File: src/rtl/uart_pkg.sv
// Shared UART definitions: baud-rate constants and the receive state encoding.
package uart_pkg;

   localparam int DEFAULT_CLKS_PER_BIT = 434;
   localparam int SIM_CLKS_PER_BIT     = 6;
   localparam int UART_DATA_BITS       = 8;

   typedef enum logic [2:0] {
      S_RX_IDLE,
      S_RX_START_BIT,
      S_RX_DATA_BITS,
      S_RX_STOP_BIT,
      S_RX_WAIT_IDLE
   } rx_state_t;

endpackage

File: src/rtl/uart_sync2.sv
// Two-flop synchroniser for an asynchronous single-bit input.
module uart_sync2 #(
   parameter logic RESET_VALUE = 1'b1
) (
   input  logic clk,
   input  logic Resetn,
   input  logic async_in,
   output logic sync_out
);

   logic meta;

   always_ff @(posedge clk or negedge Resetn) begin
      if (!Resetn) begin
         meta     <= RESET_VALUE;
         sync_out <= RESET_VALUE;
      end else begin
         meta     <= async_in;
         sync_out <= meta;
      end
   end

endmodule

File: src/rtl/uart_rx_controller.sv
// UART 8N1 receiver: deserialises a frame into a one-byte holding register
// with Full/Read handshake and sticky Overrun and Frame_error flags.
module uart_rx_controller
   import uart_pkg::*;
#(
   parameter int CLKS_PER_BIT = DEFAULT_CLKS_PER_BIT,
   parameter int HALF_BIT     = CLKS_PER_BIT / 2
) (
   input  logic                      clk,
   input  logic                      Resetn,
   input  logic                      UART_RX_I,
   input  logic                      Read,
   output logic [UART_DATA_BITS-1:0] r_data,
   output logic                      Full,
   output logic                      Overrun,
   output logic                      Frame_error
);

   localparam int CW = $clog2(CLKS_PER_BIT);
   localparam logic [CW-1:0] BIT_LAST  = CW'(CLKS_PER_BIT - 1);
   localparam logic [CW-1:0] HALF_LAST = CW'(HALF_BIT - 1);
   localparam logic [2:0]    LAST_BIT  = 3'(UART_DATA_BITS - 1);

   rx_state_t                 state;
   logic [CW-1:0]             clock_count;
   logic [2:0]                data_count;
   logic [UART_DATA_BITS-1:0] shift;
   logic                      rx_s;
   logic                      stop_sample;

   uart_sync2 #(
      .RESET_VALUE(1'b1)
   ) u_sync (
      .clk     (clk),
      .Resetn  (Resetn),
      .async_in(UART_RX_I),
      .sync_out(rx_s)
   );

   assign stop_sample = (state == S_RX_STOP_BIT) && (clock_count == BIT_LAST);

   always_ff @(posedge clk or negedge Resetn) begin
      if (!Resetn) begin
         state       <= S_RX_IDLE;
         clock_count <= '0;
         data_count  <= '0;
         shift       <= '0;
         r_data      <= '0;
         Full        <= 1'b0;
         Overrun     <= 1'b0;
         Frame_error <= 1'b0;
      end else begin
         case (state)
            S_RX_IDLE: begin
               clock_count <= '0;
               data_count  <= '0;
               if (!rx_s) state <= S_RX_START_BIT;
            end
            S_RX_START_BIT: begin
               if (clock_count == HALF_LAST) begin
                  clock_count <= '0;
                  state       <= rx_s ? S_RX_IDLE : S_RX_DATA_BITS;
               end else begin
                  clock_count <= clock_count + 1'b1;
               end
            end
            S_RX_DATA_BITS: begin
               if (clock_count == BIT_LAST) begin
                  clock_count <= '0;
                  shift       <= {rx_s, shift[UART_DATA_BITS-1:1]};
                  data_count  <= data_count + 1'b1;
                  if (data_count == LAST_BIT) state <= S_RX_STOP_BIT;
               end else begin
                  clock_count <= clock_count + 1'b1;
               end
            end
            S_RX_STOP_BIT: begin
               if (clock_count == BIT_LAST) begin
                  clock_count <= '0;
                  state       <= rx_s ? S_RX_IDLE : S_RX_WAIT_IDLE;
               end else begin
                  clock_count <= clock_count + 1'b1;
               end
            end
            // A held-low line (break) must return high before a new start can be seen
            S_RX_WAIT_IDLE: begin
               if (rx_s) state <= S_RX_IDLE;
            end
            default: state <= S_RX_IDLE;
         endcase

         // A same-cycle Read frees the holding register, so the new byte wins
         if (stop_sample) begin
            if (!Full || Read) begin
               r_data      <= shift;
               Full        <= 1'b1;
               Frame_error <= !rx_s;
               Overrun     <= 1'b0;
            end else begin
               Overrun     <= 1'b1;
            end
         end else if (Read && Full) begin
            Full        <= 1'b0;
            Overrun     <= 1'b0;
            Frame_error <= 1'b0;
         end
      end
   end

endmodule

File: config.mk
export PLATFORM = sky130hd
export DESIGN_NAME = uart_rx_controller
export DESIGN_NICKNAME = d
export VERILOG_FILES = /design/src/rtl/uart_pkg.sv /design/src/rtl/uart_sync2.sv /design/src/rtl/uart_rx_controller.sv
export SDC_FILE = /design/constraint.sdc
export NUM_CORES = 1
export LEC_CHECK = 0
export ABC_AREA = 1
export BUFFER_PORTS_ARGS = -buffer_cell sky130_fd_sc_hd__buf_4
export CAP_MARGIN = 15
export CORE_MARGIN = 2
export CORE_UTILIZATION = 60
export DETAILED_ROUTE_END_ITERATION = 10
export GPL_TIMING_DRIVEN = 0
export PLACE_DENSITY = 0.8
export SLEW_MARGIN = 30
export SYNTH_ARGS = -nofsm -noshare
export SYNTH_HDL_FRONTEND = slang
export SYNTH_HIERARCHICAL = 1
export SYNTH_SLANG_ARGS = --single-unit
File: constraint.sdc
create_clock -name clk -period 2.4 [get_ports clk]
set_input_delay 0.48 -clock clk [delete_from_list [all_inputs] [get_ports clk]]
set_output_delay 0.48 -clock clk [all_outputs]
set_load 0.02 [all_outputs]
==> summary.txt, run 1 <==
Critical path
  • Terminus of the critical flop-to-flop path: r_data[4]
  • Number of buffers and inverters on the critical path: 2
  • Critical-path top delay cell: dfrtp_1
  • Worst path top cell family by delay: simple AND/OR/NAND/NOR gates
  • Crit path from: clock_count[1]
  • Crit. End Element: register
  • Worst Path Max Fanout: 10
  • Worst setup path class: reg -> reg
  • CP max stage delay: around 0.42 ns
  • Flop-to-flop setup slack: 0.82 ns
  • R2R depth: 8
  • CP startpoint kind: register
  • Crit-path cells: inv_1, ha_1, nand3_1, nor2_4, nand4_4, buf_6, nand2_1, o21ai_2
  • Reg-to-Reg Start: clock_count[1]
  • Critical path data required time: 2.63 ns
  • CP arrival: approximately 1.8 ns

Placement
  • Post-Place Worst Slack: 0.841 ns
  • DP Cell Count: approximately 270
  • RePlAce Congestion: 0.824
  • Buffers on Ports: 14
  • Dpl hpwl: roughly 2400 um

Logic synthesis
  • Synth Area in Adders: 3.36%
  • Synthesis-stage register bit count: 36
  • XOR/XNOR Fraction of Synth Area: 1.41%
  • Mux share of post-synthesis cell area: 0%
  • Post-synth cell types: 25
  • Main combinational cell family by area after synthesis: simple AND/OR/NAND/NOR gates
  • Synthesized area per cell: 8.46 um2
  • Synth Area in Compound Gates: 8.20%
  • Syn nets: 229
  • Synth Area in Simple Gates: 29.4%
  • Sequential fraction of the synthesis area: between 40% and 50%
  • Synth warn: 6
  • Synthesized area: 1860 um2
  • Syn Inst Count: 220

Floorplan
  • Starting Density: 62.0%
  • I/O Pins: 15
  • Die Span Y: roughly 60 um
  • Rows: 20
  • DIE WIDTH: between 50 and 60 um
  • Area of the die: 3560 um2
  • CORE AREA: 3000 um2

Finish
  • Most frequent cells in the layout: nand2_1, dfrtp_1, inv_1
  • Fin nets: 250
  • Diodes inserted: 0
  • Cell Count, Final, Fillers Out: 275
  • # fillers: approximately 240
  • Layout cell share with drive strength beyond 1: 21.5%
  • Leading cell type in the layout, fill and taps excluded: nand2_1
  • Layout area overhead: 11.2%

CTS
  • Root buffer cell: clkbuf_4
  • Number of buffers created by CTS: 5
  • Post_cts resized: 0
  • Setup Buffers After CTS: 0
  • CTS tree: built
  • Clock tree buffer depth: 2
  • CTS hold repair buffers: 0
  • Worst-path clk slew: 0.11 ns
  • Clk sinks: 36
  • CTS H-tree lvls: 2
  • Clock latency on the worst-skew pair: between 0.3 and 0.4 ns

Pwr
  • Sw Share: 21.6%
  • Power share of the clock group: 34.7%
  • NetSw: roughly 0.00021 W
  • Cell Int Power: 0.000759 W
  • Power share of the sequential group: between 60% and 70%
  • Gate power share: 2.1%
  • Leakage power: 1.11 nW
  • Worst vdd ir: 0.407 mV
  • Pwr/cell area: 468 nW/um2

Min path
  • Min-delay worst type: in -> async

Timing
  • Final Hold Violating Endpoints: 0
  • Final setup fails: 0
  • Period utilization: 66.0%
  • RSZ-0062 raised after global routing: no
  • Fin. max-slew vios: 0
  • Max Clk Rate: 631 MHz
  • Final worst slack: 0.816 ns
  • Clk_skew: 0.00992 ns
  • Worst-margin pin slew: 0.439 ns
  • Relative slew slack: 70.8%
  • Post-layout minimum cycle time: between 1.5 and 2 ns
  • Final setup TNS: 0 ns

Route
  • # DRC: 0
  • Iteration-0 DRC Markers: 77
  • Wire length per cell: 11.5 um
  • Post-route ant nets: 0
  • Vias: between 1000 and 1500
  • DR pass1 iterations: 6
  • Vias per cell: 5.06
  • DRT Wirelength: 3150 um

Global routing
  • M2 GR Usage: 29.7%
  • Initial antenna violation count: 0
  • Pin count of the biggest net entering global routing: 37
  • Congestion Overflow GR: 0
  • Global routing's busiest layer: met2
  • Met3 GRT Util: 6.71%
  • First-pass GRT wire length: 5310 um
  • Met1 Use GR: 28.5%
  • Global-route usage over all layers: 20.6%
  • Vias in the first global route: around 1200

Run status
  • Status: complete, no violations

Flow run
  • Total of max-cap violations: 0
## stage by stage
step	power (W)	instance area (um2)	utilization (%)	hold WS (ns)
3_3_place_gp	0.000645	2010	66.8	0.347
2_1_floorplan	0.000627	1860	-	0.184
5_1_grt	0.00101	2070	68.9	0.0902
4_1_cts	0.000982	2070	68.9	0.0731
6_report	0.000968	2070	68.9	0.0635
3_5_place_dp	0.000645	2010	66.8	0.349
## synthesized netlist by cell type
master / n / area share [%]
nor2_1: 14 / 2.8
o21ai_2: 8 / 3.8
o21ai_0: 8 / 2.2
nand2_4: 3 / 1.8
nand2_1: 68 / 14
nor2_8: 1 / 1.1
a31oi_1: 2 / 0.67
a21oi_1: 3 / 0.81
nor3_1: 4 / 1.1
buf_6: 3 / 1.8
nor2_4: 3 / 1.8
dfrtp_1: 34 / 46
inv_2: 4 / 0.81
nand4_4: 1 / 1.1
nand2_2: 3 / 1.0
inv_1: 32 / 6.5
nand3_2: 1 / 0.54
xnor2_1: 1 / 0.47
nand3_1: 10 / 2.7
dfstp_2: 2 / 2.8
xor2_1: 2 / 0.94
ha_1: 5 / 3.4
nand4_1: 3 / 1.0
nor2_2: 2 / 0.67
o21ai_1: 3 / 0.81
## registers in the layout, indices dropped and copies added, names as in the netlist
name,count
shift,8
state,3
r_data,8
Overrun,1
clock_count,9
Full,1
u_sync/sync_out,1
Frame_error,1
u_sync/meta,1
data_count,3
## layer usage
layer	part of all wire [%]	routed length (um)
met5	0	0
met4	1.1	36
met2	45	1420
met3	3.3	103
met1	50	1590
## worst register-to-register path: stages (launching register included)
cell,delay (ns)
dfrtp_1,0.42
inv_1,0.11
ha_1,0.19
nand3_1,0.13
nor2_4,0.18
nand4_4,0.14
buf_6,0.20
nand2_1,0.07
o21ai_2,0.05
## power by group through the flow
stage / Combinational, W / Clock, W / Sequential (W)
floorplan: 0.00000271 / 0 / 0.000625
global placement: 0.0000214 / 0 / 0.000624
detailed placement: 0.0000216 / 0 / 0.000624
CTS: 0.0000217 / 0.000348 / 0.000612
global route: 0.0000243 / 0.000377 / 0.000612
finish: 0.0000206 / 0.000335 / 0.000612
## layout make-up
cell class | count | area, um2 | share of cell area (%)
Clock inverter | 1 | 7.51 | 0.363
Multi-Input combinational cell | 145 | 788 | 38.1
Inverter | 36 | 135 | 6.53
Timing Repair Buffer | 14 | 105 | 5.08
Sequential cell | 36 | 903 | 43.7
Clock buffer | 7 | 55.1 | 2.66
Tap cell | 33 | 41.3 | 2.00
Buffer | 3 | 33.8 | 1.63
## cells by family (layout without fill, tap and decap cells)
kind of cell	count (synthesis)	count (layout)
adder cells (fa/ha/maj)	5	5
XOR/XNOR	3	3
flip-flops	36	36
AND/OR/NAND/NOR	113	113
buffers and inverters	39	61
AO/OA/AOI/OAI	24	24
## worst max-delay path by stage
stage                           endpoint  cells past startpoint  slack [ns]
after global routing      clock_count[5]                     11        0.71
after floorplan                r_data[4]                      8        0.98
after global placement         r_data[4]                      8        0.85
after detailed placement       r_data[4]                      8        0.84
after CTS                      r_data[4]                      8        0.81
final                          r_data[4]                      8        0.82
Note: power is estimated with default switching activity, not from simulation.
==> run 2, diff against run 1 <==
- CORE_UTILIZATION: 60 -> 59
- PLACE_DENSITY: 0.8 -> 0.79
- clock period: 2.4 -> 1.52 ns (I/O delays scaled with it)
==> run 2 against run 1 <==
Compared with the run above: setup slack got worse by 0.79 ns; design area rose by 10%; power grew 73%; via count rose by 8.6%; worst hold slack got worse by 0.0066 ns; clock skew up 0.0052 ns; critical endpoint is now r_data[0]; largest cell class unchanged; largest power group unchanged.
==> summary.txt, run 2 (synthesis results as in run 1) <==
Floorplan
  • Rows: 20 (unchanged)
  • DIE WIDTH: 60.2 um (was 59.7 um)
  • CORE AREA: 3030 um2 (was 3000 um2)
  • Die Span Y: 60.2 um (was 59.7 um)
  • Area of the die: 3620 um2 (was 3560 um2)
  • I/O Pins: 15 (unchanged)
  • Starting Density: 61.4% (was 62.0%)

Critical path
  • Critical-path top delay cell: dfrtp_1 (unchanged)
  • CP arrival: 1.75 ns (was 1.82 ns)
  • CP startpoint kind: register (unchanged)
  • CP max stage delay: 0.40 ns (was 0.42 ns)
  • CP most frequent cell: nand2_1
  • Crit. End Element: register (unchanged)
  • Critical path data required time: 1.78 ns (was 2.63 ns)
  • Crit-path cells: buf_6, ha_4, nand3_2, nor2_4, nand4_4, buf_8, nand2_1, nand2_1 (was inv_1, ha_1, nand3_1, nor2_4, nand4_4, buf_6, nand2_1, o21ai_2)
  • Worst Path Max Fanout: 5 (was 10)
  • Worst setup path class: reg -> reg (unchanged)

Placement
  • Dpl hpwl: 2510 um (was 2360 um)
  • DP Cell Count: 278 (was 267)
  • Post-Place Worst Slack: -0.0600 ns (was 0.841 ns)
  • Buffers on Ports: 14 (unchanged)
  • RePlAce Congestion: 0.830 (was 0.824)

Timing
  • Hold WS: 0.0570 ns (was 0.0635 ns)
  • Max Clk Rate: 671 MHz (was 631 MHz)
  • Final Hold Violating Endpoints: 0 (unchanged)
  • Final setup fails: 0 (unchanged)
  • Relative slew slack: 70.0% (was 70.8%)
  • Period utilization: 98.1% (was 66.0%)
  • Fin. max-slew vios: 0 (unchanged)
  • Post-layout minimum cycle time: 1.49 ns (was 1.58 ns)
  • Clk_skew: 0.0151 ns (was 0.00992 ns)
  • Final worst slack: 0.0291 ns (was 0.816 ns)
  • Worst-margin pin slew: 0.451 ns (was 0.439 ns)
  • RSZ-0062 raised after global routing: yes (was no)

Finish
  • Most frequent cells in the layout: nand2_1, dfrtp_1, inv_1 (unchanged)
  • Fin nets: 264 (was 250)
  • Layout cell share with drive strength beyond 1: 30.1% (was 21.5%)
  • Largest registers: clock_count: 9 flops, r_data: 8 flops, shift: 8 flops (unchanged)
  • Layout area overhead: 22.5% (was 11.2%)
  • Fin util: 75.2% (was 68.9%)
  • Max reg flops: 9 (unchanged)
  • Top reg by flops: clock_count (unchanged)
  • Diodes inserted: 0 (unchanged)
  • Leading cell type in the layout, fill and taps excluded: nand2_1 (unchanged)
  • # fillers: 214 (was 238)
  • Cell Count, Final, Fillers Out: 300 (was 275)

CTS
  • Root buffer cell: clkbuf_4 (unchanged)
  • Clock tree buffer depth: 2 (unchanged)
  • Clk sinks: 36 (unchanged)
  • CTS tree: built (unchanged)
  • Number of buffers created by CTS: 5 (unchanged)
  • CTS H-tree lvls: 2 (unchanged)
  • Clock latency on the worst-skew pair: 0.35 ns (was 0.34 ns)
  • Worst-path clk slew: 0.12 ns (was 0.11 ns)

Global routing
  • First-pass GRT wire length: 6260 um (was 5310 um)
  • Global-route usage over all layers: 23.8% (was 20.6%)
  • Congestion Overflow GR: 0 (unchanged)
  • Pin count of the biggest net entering global routing: 37 (unchanged)
  • Initial antenna violation count: 0 (unchanged)
  • Vias in the first global route: 1421 (was 1242)

Route
  • # DRC: 0 (unchanged)
  • DR pass1 iterations: 4 (was 6)
  • DRT Wirelength: 3790 um (was 3150 um)
  • Vias per cell: 5.04 (was 5.06)
  • Vias: 1512 (was 1392)
  • Post-route ant nets: 0 (unchanged)
  • Wire length per cell: 12.6 um (was 11.5 um)
  • Iteration-0 DRC Markers: 43 (was 77)

Min path
  • Min-delay worst type: in -> reg (was in -> async)

Pwr
  • Leakage power: 1.21 nW (was 1.11 nW)
  • Total chip power: 0.00168 W (was 0.000968 W)
  • Pwr/cell area: 735 nW/um2 (was 468 nW/um2)
  • Worst vdd ir: 0.548 mV (was 0.407 mV)

Flow run
  • Total of max-cap violations: 0 (unchanged)

Run status
  • Status: complete, no violations (unchanged)
[run 2: cell type report]
type / count / area [um2] / share of cell area (%)
sequential: 36 / 903 / 39.6
multi-input combinational: 145 / 825 / 36.2
timing repair buffer: 28 / 244 / 10.7
inverter: 36 / 138 / 6.04
tap: 44 / 55.1 / 2.42
clock buffer: 6 / 41.3 / 1.81
buffer: 3 / 37.5 / 1.65
clock inverter: 2 / 35.0 / 1.54
[run 2: worst max-delay path, delay by kind of cell (launching register included)]
kind,cells,cell delay [ns]
adder cells (fa/ha/maj),1,0.14
buffers and inverters,2,0.33
flip-flops,1,0.40
AND/OR/NAND/NOR,5,0.54
[run 2: timing repair]
| item | in CTS | in global routing |
|---|---|---|
| buffers inserted | 6 | 5 |
| cloned | 1 | 1 |
| pin swaps | 1 | 3 |
| gates resized for setup | 6 | 15 |
| hold buffers | 1 | 0 |
| endpoints found under the setup margin | 20 | 19 |
| hold endpoints to repair | 34 | 0 |
[run 2: worst paths after layout]
kind	cells after the start	start	slack, ns	endpoint
worst max-delay path	8	clock_count[0]	0.03	r_data[0]
worst min-delay path	1	UART_RX_I	0.06	u_sync/meta
worst max register to register	8	clock_count[0]	0.03	r_data[0]
worst min register to register	0	u_sync/meta	0.36	u_sync/sync_out
max in group asynchronous	2	Resetn	0.74	u_sync/meta
min in group asynchronous	2	Resetn	0.43	r_data[6]
[run 2: report_power, final]
part,switching (W),internal (W)
sequential,0.00000325,0.000964
clock,0.000328,0.000345
combinational,0.0000251,0.0000102
[run 2: layer usage]
metal / routed length (um) / up-vias / share of wire [%] / global-route usage (%)
met3: 170 / 8 / 4.5 / 4.55
li1: - / 754 / - / -
met4: 76 / 0 / 2.0 / 12.1
met2: 1910 / 34 / 50 / 36.8
met5: 0 / - / 0 / 0
met1: 1630 / 716 / 43 / 31.6
[run 2: stage by stage]
step                      area, um2  setup TNS (ns)
after floorplan                1860               0
after global placement         2020         -0.0829
after detailed placement       2020          -0.236
after CTS                      2210               0
after global routing           2280          -0.525
final                          2280               0
